`config.mk`:
```
export PLATFORM = sky130hd
export DESIGN_NAME = battle_controller
export DESIGN_NICKNAME = d
export VERILOG_FILES = /design/src/rtl/battle_pkg.sv /design/src/rtl/lfsr16.sv /design/src/rtl/battle_controller.sv
export SDC_FILE = /design/constraint.sdc
export NUM_CORES = 1
export LEC_CHECK = 0
export CAP_MARGIN = 30
export CORE_UTILIZATION = 51
export CTS_CLUSTER_DIAMETER = 120
export CTS_CLUSTER_SIZE = 24
export DETAILED_ROUTE_END_ITERATION = 10
export GPL_TIMING_DRIVEN = 0
export MAX_ROUTING_LAYER = met4
export PLACE_DENSITY = 0.77
export SETUP_SLACK_MARGIN = 0.15
export SYNTH_ARGS = -nofsm -noshare
export SYNTH_HDL_FRONTEND = slang
export SYNTH_SLANG_ARGS = --single-unit
```
`constraint.sdc`:
```
create_clock -name clk -period 3.8 [get_ports clk]
set_input_delay 0.95 -clock clk [delete_from_list [all_inputs] [get_ports clk]]
set_output_delay 0.95 -clock clk [all_outputs]
set_load 0.01 [all_outputs]
```
`src/rtl/battle_pkg.sv`:
```
// Shared types and constants for the turn-based battle controller.
// Holds the FSM state encoding, default HP/PP/damage values and the LFSR seed.
package battle_pkg;

    typedef enum logic [2:0] {
        ST_IDLE        = 3'd0,
        ST_PLAYER_TURN = 3'd1,
        ST_PLAYER_HIT  = 3'd2,
        ST_ENEMY_WAIT  = 3'd3,
        ST_ENEMY_HIT   = 3'd4,
        ST_WIN         = 3'd5,
        ST_LOSE        = 3'd6
    } state_t;

    localparam int DEF_PLAYER_HP   = 100;
    localparam int DEF_ENEMY_HP    = 100;
    localparam int DEF_PP          = 10;
    localparam int DEF_DMG0        = 12;
    localparam int DEF_DMG1        = 25;
    localparam int DEF_STRUGGLE    = 5;
    localparam int DEF_WAIT_FRAMES = 60;

    localparam logic [15:0] LFSR_SEED = 16'hACE1;

    // HP and PP floor at zero instead of wrapping.
    function automatic logic [7:0] sat_sub(input logic [7:0] a, input logic [7:0] b);
        return (a > b) ? (a - b) : 8'd0;
    endfunction

endpackage

```
`src/rtl/lfsr16.sv`:
```
// 16-bit Fibonacci LFSR (x^16+x^14+x^13+x^11+1) stepping every clock.
// Used as the enemy's weapon-choice coin.
module lfsr16
    import battle_pkg::*;
(
    input  logic        clk,
    input  logic        rst,
    output logic [15:0] q
);

    logic [15:0] q_q;
    logic [15:0] q_d;
    logic        fb;

    always_comb begin
        fb  = q_q[0] ^ q_q[2] ^ q_q[3] ^ q_q[5];
        q_d = {fb, q_q[15:1]};
        // The all-zero state is a lock-up; fall back to the seed if ever reached.
        if (q_d == 16'h0000) begin
            q_d = LFSR_SEED;
        end
    end

    always_ff @(posedge clk or posedge rst) begin
        if (rst) begin
            q_q <= LFSR_SEED;
        end else begin
            q_q <= q_d;
        end
    end

    assign q = q_q;

endmodule

```
`src/rtl/battle_controller.sv`:
```
// Turn-based battle FSM: player move, delayed enemy counter-attack, HP/PP bookkeeping.
// All outputs come straight from flops; HP/PP updates land the cycle after each HIT state.
module battle_controller
    import battle_pkg::*;
#(
    parameter int PLAYER_HP_INIT    = DEF_PLAYER_HP,
    parameter int ENEMY_HP_INIT     = DEF_ENEMY_HP,
    parameter int PP_INIT           = DEF_PP,
    parameter int DMG0              = DEF_DMG0,
    parameter int DMG1              = DEF_DMG1,
    parameter int STRUGGLE_DMG      = DEF_STRUGGLE,
    parameter int ENEMY_WAIT_FRAMES = DEF_WAIT_FRAMES
) (
    input  logic        clk,
    input  logic        rst,
    input  logic        frame_tick,
    input  logic        start,
    input  logic        move_valid,
    input  logic        move_sel,
    output logic        move_ready,
    output logic        move_err,
    output logic [15:0] hp_bus,
    output logic [7:0]  p_pp0,
    output logic [7:0]  p_pp1,
    output logic [7:0]  e_pp0,
    output logic [7:0]  e_pp1,
    output logic [2:0]  state,
    output logic        win,
    output logic        lose
);

    localparam logic [7:0]  P_HP_B     = 8'(PLAYER_HP_INIT);
    localparam logic [7:0]  E_HP_B     = 8'(ENEMY_HP_INIT);
    localparam logic [7:0]  PP_B       = 8'(PP_INIT);
    localparam logic [7:0]  DMG0_B     = 8'(DMG0);
    localparam logic [7:0]  DMG1_B     = 8'(DMG1);
    localparam logic [7:0]  STRUGGLE_B = 8'(STRUGGLE_DMG);
    localparam logic [15:0] WAIT_B     = 16'(ENEMY_WAIT_FRAMES);

    state_t      state_q, state_d;
    logic [7:0]  player_hp_q, player_hp_d;
    logic [7:0]  enemy_hp_q, enemy_hp_d;
    logic [7:0]  p_pp_q [2];
    logic [7:0]  p_pp_d [2];
    logic [7:0]  e_pp_q [2];
    logic [7:0]  e_pp_d [2];
    logic        sel_q, sel_d;
    logic        struggle_q, struggle_d;
    logic [15:0] frame_cnt_q, frame_cnt_d;
    logic        move_err_q, move_err_d;
    logic        move_ready_q, move_ready_d;
    logic        win_q, win_d;
    logic        lose_q, lose_d;

    logic [15:0] lfsr_q;
    logic        unused_lfsr;

    logic        p_out;
    logic        p_move_ok;
    logic [7:0]  p_dmg;
    logic [7:0]  enemy_hp_hit;
    logic        e_out;
    logic        e_sel;
    logic [7:0]  e_dmg;
    logic [7:0]  player_hp_hit;
    logic        wait_done;

    lfsr16 u_lfsr (
        .clk (clk),
        .rst (rst),
        .q   (lfsr_q)
    );

    assign unused_lfsr = ^lfsr_q[15:1];

    // Damage and post-hit HP are precomputed so the next-state logic can see the outcome.
    assign p_out         = (p_pp_q[0] == 8'd0) && (p_pp_q[1] == 8'd0);
    assign p_move_ok     = p_out || (p_pp_q[move_sel] != 8'd0);
    assign p_dmg         = struggle_q ? STRUGGLE_B : (sel_q ? DMG1_B : DMG0_B);
    assign enemy_hp_hit  = sat_sub(enemy_hp_q, p_dmg);

    assign e_out         = (e_pp_q[0] == 8'd0) && (e_pp_q[1] == 8'd0);
    assign e_sel         = (e_pp_q[lfsr_q[0]] != 8'd0) ? lfsr_q[0] : ~lfsr_q[0];
    assign e_dmg         = e_out ? STRUGGLE_B : (e_sel ? DMG1_B : DMG0_B);
    assign player_hp_hit = sat_sub(player_hp_q, e_dmg);

    assign wait_done     = (frame_cnt_q + 16'd1) >= WAIT_B;

    always_ff @(posedge clk or posedge rst) begin
        if (rst) begin
            state_q      <= ST_IDLE;
            player_hp_q  <= 8'd0;
            enemy_hp_q   <= 8'd0;
            sel_q        <= 1'b0;
            struggle_q   <= 1'b0;
            frame_cnt_q  <= 16'd0;
            move_err_q   <= 1'b0;
            move_ready_q <= 1'b0;
            win_q        <= 1'b0;
            lose_q       <= 1'b0;
            for (int i = 0; i < 2; i++) begin
                p_pp_q[i] <= 8'd0;
                e_pp_q[i] <= 8'd0;
            end
        end else begin
            state_q      <= state_d;
            player_hp_q  <= player_hp_d;
            enemy_hp_q   <= enemy_hp_d;
            sel_q        <= sel_d;
            struggle_q   <= struggle_d;
            frame_cnt_q  <= frame_cnt_d;
            move_err_q   <= move_err_d;
            move_ready_q <= move_ready_d;
            win_q        <= win_d;
            lose_q       <= lose_d;
            for (int i = 0; i < 2; i++) begin
                p_pp_q[i] <= p_pp_d[i];
                e_pp_q[i] <= e_pp_d[i];
            end
        end
    end

    always_comb begin
        state_d = state_q;
        if (start) begin
            state_d = ST_PLAYER_TURN;
        end else begin
            case (state_q)
                ST_PLAYER_TURN: begin
                    if (move_valid && p_move_ok) begin
                        state_d = ST_PLAYER_HIT;
                    end
                end
                ST_PLAYER_HIT: begin
                    state_d = (enemy_hp_hit == 8'd0) ? ST_WIN : ST_ENEMY_WAIT;
                end
                ST_ENEMY_WAIT: begin
                    if (frame_tick && wait_done) begin
                        state_d = ST_ENEMY_HIT;
                    end
                end
                ST_ENEMY_HIT: begin
                    state_d = (player_hp_hit == 8'd0) ? ST_LOSE : ST_PLAYER_TURN;
                end
                default: begin
                    state_d = state_q;
                end
            endcase
        end
    end

    always_comb begin
        player_hp_d = player_hp_q;
        enemy_hp_d  = enemy_hp_q;
        p_pp_d      = p_pp_q;
        e_pp_d      = e_pp_q;
        sel_d       = sel_q;
        struggle_d  = struggle_q;
        frame_cnt_d = frame_cnt_q;
        move_err_d  = 1'b0;

        if (start) begin
            player_hp_d = P_HP_B;
            enemy_hp_d  = E_HP_B;
            p_pp_d[0]   = PP_B;
            p_pp_d[1]   = PP_B;
            e_pp_d[0]   = PP_B;
            e_pp_d[1]   = PP_B;
            sel_d       = 1'b0;
            struggle_d  = 1'b0;
            frame_cnt_d = 16'd0;
        end else begin
            case (state_q)
                ST_PLAYER_TURN: begin
                    if (move_valid) begin
                        if (p_move_ok) begin
                            sel_d      = move_sel;
                            struggle_d = p_out;
                        end else begin
                            move_err_d = 1'b1;
                        end
                    end
                end
                ST_PLAYER_HIT: begin
                    enemy_hp_d  = enemy_hp_hit;
                    frame_cnt_d = 16'd0;
                    if (!struggle_q) begin
                        p_pp_d[sel_q] = sat_sub(p_pp_q[sel_q], 8'd1);
                    end
                end
                ST_ENEMY_WAIT: begin
                    if (frame_tick) begin
                        frame_cnt_d = frame_cnt_q + 16'd1;
                    end
                end
                ST_ENEMY_HIT: begin
                    player_hp_d = player_hp_hit;
                    if (!e_out) begin
                        e_pp_d[e_sel] = sat_sub(e_pp_q[e_sel], 8'd1);
                    end
                end
                default: begin
                    move_err_d = 1'b0;
                end
            endcase
        end

        move_ready_d = (state_d == ST_PLAYER_TURN);
        win_d        = (state_d == ST_WIN);
        lose_d       = (state_d == ST_LOSE);
    end

    assign state      = state_q;
    assign hp_bus     = {player_hp_q, enemy_hp_q};
    assign p_pp0      = p_pp_q[0];
    assign p_pp1      = p_pp_q[1];
    assign e_pp0      = e_pp_q[0];
    assign e_pp1      = e_pp_q[1];
    assign move_ready = move_ready_q;
    assign move_err   = move_err_q;
    assign win        = win_q;
    assign lose       = lose_q;

endmodule

```
==> results of run 1 <==
## worst register-to-register path: cells and delay by family (launching register included)
family,cells,cell delay [ps]
buffers and inverters,2,190
adders and majority gates,2,280
and+or+nand+nor,9,1950
AOI/OAI and AO/OA,2,590
xor gates and xnor gates,1,170
DFF,1,440
## layout make-up
cell class / count / area [um^2]
Timing Repair Buffer: 85 / 806
Buffer: 32 / 149
Inverter: 19 / 73.8
Tap cell: 133 / 166
Sequential cell: 89 / 2240
Multi-Input combinational cell: 448 / 2960
Fill cell: 737 / 3250
Clock buffer: 9 / 124
Clock inverter: 7 / 103
## power breakdown
part	internal, mW	total, mW	switching, mW
Combinational	0.0886	0.226	0.137
Clock	0.377	0.747	0.370
Sequential	0.961	0.976	0.0153
Total	1.43	1.95	0.523
## timing repair
action / 4_1_cts / 5_1_grt
hold endpoints to repair: 0 / 0
setup buffers: 9 / 14
setup endpoints to repair: 11 / 7
resized for setup: 20 / 16
pin swaps: 7 / 14
## metrics by stage
step,TNS [ps],cell area (um^2)
after global routing,-79.0,6620
after CTS,0,6440
after detailed placement,-1420,6060
final,0,6620
after global placement,-61140,6020
after floorplan,0,5260
## per-layer routing
layer | GRT usage, % | up-vias | wire [um] | share of wire [%]
met5 | - | - | 0 | 0
met4 | 8.59 | 0 | 278 | 2.0
met3 | 4.53 | 27 | 664 | 4.9
met2 | 40.5 | 155 | 6570 | 48
met1 | 33.0 | 2350 | 6090 | 45
li1 | - | 2313 | - | -
## worst paths after layout
check	cells past startpoint	end	slack [ps]
min in group asynchronous	2	e_pp1[0]	960
worst min-delay path	1	u_lfsr.q[8]	480
worst min register to register	1	u_lfsr.q[8]	480
max in group asynchronous	3	u_lfsr.q[11]	2170
worst max-delay path	16	move_ready	110
worst max register to register	16	move_ready	110
## state kept, by name (all words and copies together) (netlist names), 8 cells and up
register     cells
e_pp1            8
u_lfsr.q        16
e_pp0            8
enemy_hp_q       8
player_hp_q      8
p_pp1            8
p_pp0            8
frame_cnt_q     16
## cells in the final DEF, fill, tap and decap left out, types with 3 or more instances in the layout
cell type	instances
dfrtp_1	78
clkdlybuf4s50_1	60
nor2_1	57
nand2_1	56
o21ai_0	40
a21oi_1	37
clkbuf_1	23
nand3_1	23
buf_4	23
mux2i_1	19
nand2b_1	16
inv_1	16
nor3_1	13
xnor2_1	13
ha_1	11
or2_2	10
nor2b_1	9
clkbuf_8	9
dfstp_2	8
nor4_1	7
xor2_1	7
o21ai_1	6
and2_1	6
a32o_1	6
nand4_1	6
a211o_1	6
and3_1	5
buf_2	5
or3_1	5
a31oi_1	5
o31ai_1	5
mux2_2	4
a2111oi_0	4
buf_1	3
o2111ai_1	3
or4_1	3
a211oi_1	3
nor3b_2	3
a22o_1	3
dfrtp_2	3
## cells by family (layout without fill, tap and decap cells)
group | after synthesis | count (layout) | share of synthesized area, %
XOR/XNOR | 21 | 21 | 3.50
buffers and inverters | 51 | 152 | 3.86
adder cells (fa/ha/maj) | 15 | 15 | 3.57
AND/OR/NAND/NOR | 244 | 244 | 24.0
AO/OA/AOI/OAI | 144 | 144 | 17.8
flip-flops | 89 | 89 | 42.6
multiplexers | 24 | 24 | 4.69
==> results_dict.tcl, run 1 <==
set metrics [dict create \
    critical_path.most_common_cell "ha_4" \
    clk_latency_ps 380 \
    rsz0062_at_grt "yes" \
    slew_violations 0 \
    cts-root-buf "clkbuf_8" \
    post-dp-hpwl_um 9140 \
    hold_buffers 0 \
    drtAntennaViolNets 0 \
    drt_iter0_markers 330 \
    drc 0 \
    drt-vias-per-instance 5.89 \
    seq_area_frac_synth_pct 42.6 \
    grt_pass1_vias 4471 \
    synth_top_cells_by_area "dfrtp_1 39%, nand2_1 4.1%, nor2_1 4.1%, dfstp_2 4.0%, o21ai_0 3.8%" \
    r2r_start "e_pp1[2]" \
    fmax_mhz 271 \
    final_hold_viol_count 0 \
    via_count 4845 \
    io_buffers 60 \
    fin_worst_skew_ps 7.56 \
    peakVddDrop_uv 224 \
    drive_above_1_share_pct 15.5 \
    pwr_density_cell_nw_per_um2 295 \
    yosysWarningCount 0 \
    grt_usage_pct 25.5 \
    yosys.area.top_type "dfrtp_1" \
    postSynthAreaPerCell_um2 8.94 \
    finalWorstSetupSlack_ps 112 \
    numCtsBuffers 9 \
    coreArea_um2 9860 \
    cap_violations 0 \
    slowest_delay_ps 440 \
    syn-num-nets 609 \
    criticalPathCategory "reg -> reg" \
    synth_edf_count 0 \
    crit_buf_inv 2 \
    required_ps 4100 \
    cp_max_fo 4 \
    status "finished clean" \
    leakage_nw 2.66 \
    wl_um 13600 \
    netlist_area_um2 5260 \
    cp-start-kind "register" \
    ys_types 72 \
    tightest_slew_ps 926 \
    cts_buffer_depth 2 \
    fp.dieW_um 104 \
    hold_class "reg -> reg" \
    fin_cells 822 \
    grt_pass1_wl_um 21600 \
    synth.top_cells.by_count "81 x dfrtp_1, 58 x nand2_1, 58 x nor2_1" \
    power_mw 1.95 \
    synthCells 588 \
    finalSetupViolCount 0 \
    io_pins 61 \
    drtPass1Iterations 7 \
    synth_top_area_share_pct 38.6 \
    cpLargestDelayFamily "simple AND/OR/NAND/NOR gates" \
    fin_crit_ps 3690 \
    nets 705 \
    dp.cells 783 \
    grt_max_degree 51 \
    routabilityCongestion 0.911 \
    die_h_um 104 \
    overflow 0 \
    antenna_found_initial 0 \
    crit_start "e_pp1[2]" \
    hold_path_startpoint "u_lfsr.q[9]" \
    fin_crit_sh_pct 97.0 \
    path_cells "nor4_4, and3_4, and4_1, buf_2, inv_2, nand2_4, ha_4, ha_4, and2b_2, o31ai_4, xnor2_2, nor4_2, or3_1, and4b_1, a211o_1, nor3b_2" \
    max_slew_margin_pct 38.0 \
    area_delta_synth_final_pct 25.9 \
    rows 36 \
    n_antenna_cell 0 \
    initial_core_util_pct 53.3 \
    dpl_worst_slack_ps -342 \
    die_area_um2 10700 \
    crit_slowest_cell "dfrtp_2" \
    synthFlopType "dfrtp_1" \
    yosysMostFrequentCell "dfrtp_1" \
    ys_seq_elements 89 \
    cts_sinks 89 \
    path_clk_slew_ps 100 \
    worstPathArrival_ps 3990 \
    synthArstFlopShare_pct 100 \
    cts_htree_levels 3 \
    critPathCaptureType "register" \
    fin_util_pct 67.1 \
    hold_slack_ps 476 \
    wl_per_cell_um 16.6 \
    cts_tree "yes" \
]
No activity file was read; power rests on OpenSTA's default activity.
==> inputs of run 2 (changes only) <==
--- a/config.mk
+++ b/config.mk
@@ -13,7 +13,6 @@
 export GPL_TIMING_DRIVEN = 0
 export MAX_ROUTING_LAYER = met4
 export PLACE_DENSITY = 0.77
-export SETUP_SLACK_MARGIN = 0.15
 export SYNTH_ARGS = -nofsm -noshare
 export SYNTH_HDL_FRONTEND = slang
 export SYNTH_SLANG_ARGS = --single-unit
==> constraint.sdc (replaced) <==
create_clock -name clk -period 3.8 [get_ports clk]
set_input_delay 0.95 -clock clk [delete_from_list [all_inputs] [get_ports clk]]
set_output_delay 0.95 -clock clk [all_outputs]
set_load 0.005 [all_outputs]
==> run 2 against run 1 <==
Net effect:
- worst hold slack about the same
- non-clock buffer count shrank 19
- die area unchanged
==> results_dict.tcl, run 2 (synthesis gave the netlist of run 1 again) <==
set metrics [dict create \
    die_h_um 104 \
    peakVddDrop_uv 222 \
    fin_crit_ps 3670 \
    fin_worst_skew_ps 7.26 \
    final_hold_viol_count 0 \
    cts-root-buf "clkbuf_8" \
    area_delta_synth_final_pct 22.7 \
    initial_core_util_pct 53.3 \
    grt_pass1_wl_um 21300 \
    status "finished clean" \
    layout_commonest_cell "dfrtp_1" \
    hold_class "reg -> reg" \
    cts_htree_levels 3 \
    finalSetupViolCount 0 \
    overflow 0 \
    io_pins 61 \
    drc 0 \
    fin_cells 803 \
    cts_buffer_depth 2 \
    dp.cells 783 \
    cp-start-kind "register" \
    fin_crit_sh_pct 96.6 \
    tightest_slew_ps 882 \
    coreArea_um2 9860 \
    grt_usage_pct 25.1 \
    drtPass1Iterations 6 \
    via_count 4688 \
    cap_violations 0 \
    max_slew_margin_pct 40.9 \
    fmax_mhz 272 \
    critPathCaptureType "register" \
    multi_input_area_um2 2940 \
    required_ps 4090 \
    grt_max_degree 51 \
    fin_util_pct 65.4 \
    routabilityCongestion 0.911 \
    cp_max_fo 17 \
    wl_um 12900 \
    hold_buffers 0 \
    path_clk_slew_ps 90 \
    slew_violations 0 \
    io_buffers 60 \
    leakage_nw 2.56 \
    cts_sinks 89 \
    criticalPathCategory "reg -> reg" \
    wl_per_cell_um 16.0 \
    nets 686 \
    hold_slack_ps 476 \
    die_area_um2 10700 \
    clk_latency_ps 370 \
    fp.dieW_um 104 \
    placed_cell_area_um2 6060 \
    register_area_um2 2240 \
    layout_common_cells "77 x dfrtp_1, 60 x clkdlybuf4s50_1, 57 x nor2_1, 57 x nand2_1, 40 x o21ai_0" \
    numCtsBuffers 9 \
    power_mw 1.94 \
    drive_above_1_share_pct 12.7 \
    antenna_found_initial 0 \
    n_antenna_cell 0 \
    drtAntennaViolNets 0 \
    drt_iter0_markers 290 \
    drt-vias-per-instance 5.84 \
    worstPathArrival_ps 3960 \
    rows 36 \
    cts_tree "yes" \
    post-dp-hpwl_um 9140 \
    grt_pass1_vias 4405 \
    num-fill-cells 770 \
    pwr_density_cell_nw_per_um2 301 \
    final_area_um2 6450 \
]
[run 2: cell types whose count changed in the layout (fill, tap and decap cells not counted), sizes merged]
cell  before  now
buf       34   15
[run 2: cell type report]
class / instances / share of cell area [%]
Clock inverter: 7 / 1.59
Tap cell: 133 / 2.58
Inverter: 19 / 1.14
Clock buffer: 9 / 1.92
Sequential cell: 89 / 34.8
Buffer: 29 / 1.86
Multi-Input combinational cell: 448 / 45.5
Timing Repair Buffer: 69 / 10.6
[run 2: power breakdown]
part | internal, mW | switching (mW)
Clock | 0.377 | 0.365
Combinational | 0.0900 | 0.132
Sequential | 0.961 | 0.0151
Total | 1.43 | 0.513
[run 2: through the flow]
| step | setup TNS [ps] | setup WS [ps] |
|---|---|---|
| floorplan | 0 | 205 |
| global placement | -61140 | -752 |
| detailed placement | -1420 | -342 |
| CTS | 0 | 27.3 |
| global route | -81.2 | -77.7 |
| finish | 0 | 129 |
[run 2: what timing repair did]
item	in CTS	in global routing
endpoints found under the setup margin	8	4
pin swaps	2	10
cloned	0	0
buffers inserted	2	5
gates resized for setup	12	15
[run 2: routing by layer]
layer / wire length, um / up-vias / global-route usage, %
li1: - / 2270 / -
met1: 5850 / 2266 / 32.8
met2: 6250 / 136 / 39.8
met3: 555 / 16 / 3.46
met4: 199 / 0 / 9.63
met5: 0 / - / -
[run 2: final timing paths]
check	from	endpoint	slack, ps	cells past startpoint
worst max-delay path	e_pp0[2]	move_ready	130	15
worst min-delay path	u_lfsr.q[14]	u_lfsr.q[13]	480	1
worst max register to register	e_pp0[2]	move_ready	130	15
worst min register to register	u_lfsr.q[14]	u_lfsr.q[13]	480	1
max in group asynchronous	rst	u_lfsr.q[11]	2170	3
min in group asynchronous	rst	e_pp1[0]	970	2
[run 2: worst max-delay path: stages (launching register included)]
cell	delay [ps]
dfrtp_2	470
nor4_4	360
a31oi_4	150
a21o_1	190
buf_6	170
nand2_2	90
ha_4	150
ha_2	180
and2b_2	250
o31ai_4	250
xnor2_2	170
nor4_2	90
or3_1	360
and4b_1	200
a211o_1	290
nor3b_2	220
==> inputs of run 3 (changes only) <==
--- a/config.mk
+++ b/config.mk
@@ -6,13 +6,15 @@
 export NUM_CORES = 1
 export LEC_CHECK = 0
 export CAP_MARGIN = 30
-export CORE_UTILIZATION = 51
+export CELL_PAD_IN_SITES_DETAIL_PLACEMENT = 0
+export CELL_PAD_IN_SITES_GLOBAL_PLACEMENT = 1
+export CORE_UTILIZATION = 39
 export CTS_CLUSTER_DIAMETER = 120
-export CTS_CLUSTER_SIZE = 24
+export CTS_CLUSTER_SIZE = 40
 export DETAILED_ROUTE_END_ITERATION = 10
-export GPL_TIMING_DRIVEN = 0
+export GPL_TIMING_DRIVEN = 1
 export MAX_ROUTING_LAYER = met4
-export PLACE_DENSITY = 0.77
+export PLACE_DENSITY_LB_ADDON = 0.1
 export SYNTH_ARGS = -nofsm -noshare
 export SYNTH_HDL_FRONTEND = slang
 export SYNTH_SLANG_ARGS = --single-unit
==> run 3 against run 2 <==
Net effect:
- sequential share of layout area is 0.26 points lower
- critical path depth unchanged
- routed wire length increased by 2.8%
- clock-buffer cell count unchanged
- critical endpoint is now lose
==> results_dict.tcl, run 3 (synthesis gave the netlist of run 1 again) <==
set metrics [dict create \
    io_pins 61 \
    grt_pass1_wl_um 22400 \
    layout_common_cells "80 x dfrtp_1, 60 x clkdlybuf4s50_1, 58 x nand2_1" \
    cap_violations 0 \
    wl_per_cell_um 16.1 \
    combinationalPowerShare_pct 9.3 \
    post-dp-hpwl_um 9440 \
    routabilityCongestion 0.857 \
    fp.dieW_um 118 \
    cp-start-kind "register" \
    critPathCaptureType "register" \
    pwr_density_cell_nw_per_um2 346 \
    register_area_um2 2240 \
    dpl_worst_slack_ps 42.7 \
    internal-power_mw 1.70 \
    dp.cells 805 \
    rsz0062_at_grt "no" \
    top_usage_layer "met2" \
    placed_cell_area_um2 6060 \
    path_clk_slew_ps 70 \
    finalSetupViolCount 0 \
    rows 42 \
    totalNegativeSetupSlack_ps 0 \
    hold_buffers 0 \
    use_met1_pct 29.2 \
    final_hold_viol_count 0 \
    fin_crit_ps 3590 \
    die_h_um 118 \
    max_slew_margin_pct 44.8 \
    grt_usage_pct 20.6 \
    area_delta_synth_final_pct 23.5 \
    drc 0 \
    antenna_found_initial 0 \
    finalWorstSetupSlack_ps 207 \
    p_seq_share_pct 43.8 \
    layout_commonest_cell "dfrtp_1" \
    wl_um 13200 \
    drt_iter0_markers 312 \
    final_area_um2 6490 \
    numCtsBuffers 9 \
    fmax_mhz 278 \
    switching_share_pct 24.3 \
    drtPass1Iterations 4 \
    cts_tree "yes" \
    pwr-share-clk_pct 46.9 \
    die_area_um2 13900 \
    multi_input_area_um2 2890 \
    p_sw_mw 0.544 \
    status "finished clean" \
    tightest_slew_ps 820 \
    n_antenna_cell 0 \
    slew_violations 0 \
    cts_sinks 89 \
    hold_class "reg -> reg" \
    criticalPathCategory "reg -> reg" \
    overflow 0 \
    peakVddDrop_uv 191 \
    via_count 4499 \
    clk_latency_ps 350 \
    worstPathArrival_ps 3820 \
    drt-vias-per-instance 5.47 \
    fin_cells 822 \
    cts_buffer_depth 2 \
    fin_worst_skew_ps 7.58 \
    drive_above_1_share_pct 12.1 \
    met3_usage_pct 2.47 \
    grt_max_degree 43 \
    cts_htree_levels 3 \
    cp_max_fo 4 \
    cts-root-buf "clkbuf_16" \
    io_buffers 60 \
    num-fill-cells 1275 \
    required_ps 4030 \
    fin_crit_sh_pct 94.6 \
    use_met2_pct 30.4 \
    leakage_nw 2.57 \
    coreArea_um2 13200 \
    drtAntennaViolNets 0 \
    nets 662 \
    initial_core_util_pct 39.8 \
    grt_pass1_vias 4336 \
]
## run 3: cell types whose count changed in the layout (fill, tap and decap cells not counted), sizes merged
cell      change
bufinv        +1
buf           -1
inv           -1
clkbuf       -23
clkinv        -1
clkinvlp      +1
## run 3: final cells by class
type,instances,share of cell area [%]
multi-input combinational,448,44.5
clock inverter,7,1.93
clock buffer,9,3.47
tap,176,3.39
inverter,19,1.12
timing repair buffer,74,11.1
sequential,89,34.5
## run 3: final timing paths
check / cells after the start / slack (ps) / start / end
max in group asynchronous: 3 / 2190 / rst / e_pp1[4]
min reg2reg: 0 / 380 / u_lfsr.q[4] / u_lfsr.q[3]
min: 0 / 380 / u_lfsr.q[4] / u_lfsr.q[3]
max reg2reg: 15 / 210 / e_pp1[5] / lose
min in group asynchronous: 2 / 950 / rst / e_pp1[7]
max: 15 / 210 / e_pp1[5] / lose
## run 3: power by group through the flow
stage                     logic [mW]  clock network [mW]  registers (mW)
after CTS                      0.213                1.08           0.983
after global placement         0.208                   0            1.00
final                          0.209                1.05           0.983
after global routing           0.236                1.12           0.986
after floorplan                0.139                   0           0.992
after detailed placement       0.211                   0            1.00
## run 3: critical path: stages, from the launching register on
cell and delay (ps):
dfrtp_1 420, nor4_4 300, and3_4 250, and4_1 220, inv_1 60, nand2_1 70, ha_2 200, ha_2 190
and2b_1 220, o31ai_2 210, xnor2_1 180, nor4_1 100, or3_1 380, and4b_1 200, a211o_1 290, nor3b_2 170
## run 3: per-stage QoR
stage	utilization [%]	hold WS [ps]	total power [mW]
after floorplan	-	430	1.13
after global placement	45.9	366	1.21
after detailed placement	45.9	365	1.21
after CTS	48.6	384	2.27
after global routing	49.2	398	2.34
final	49.2	384	2.24
## run 3: what timing repair did
action                     in CTS  in global routing
buffers inserted                0                  1
setup endpoints to repair       0                  7
gates resized for setup         0                 14
## run 3: routing by layer
layer | routed length, um | up-vias | share of wire (%)
met1 | 6730 | 2186 | 51
met2 | 5990 | 78 | 45
li1 | - | 2222 | -
met5 | 0 | - | 0
met4 | 174 | 0 | 1.3
met3 | 316 | 13 | 2.4
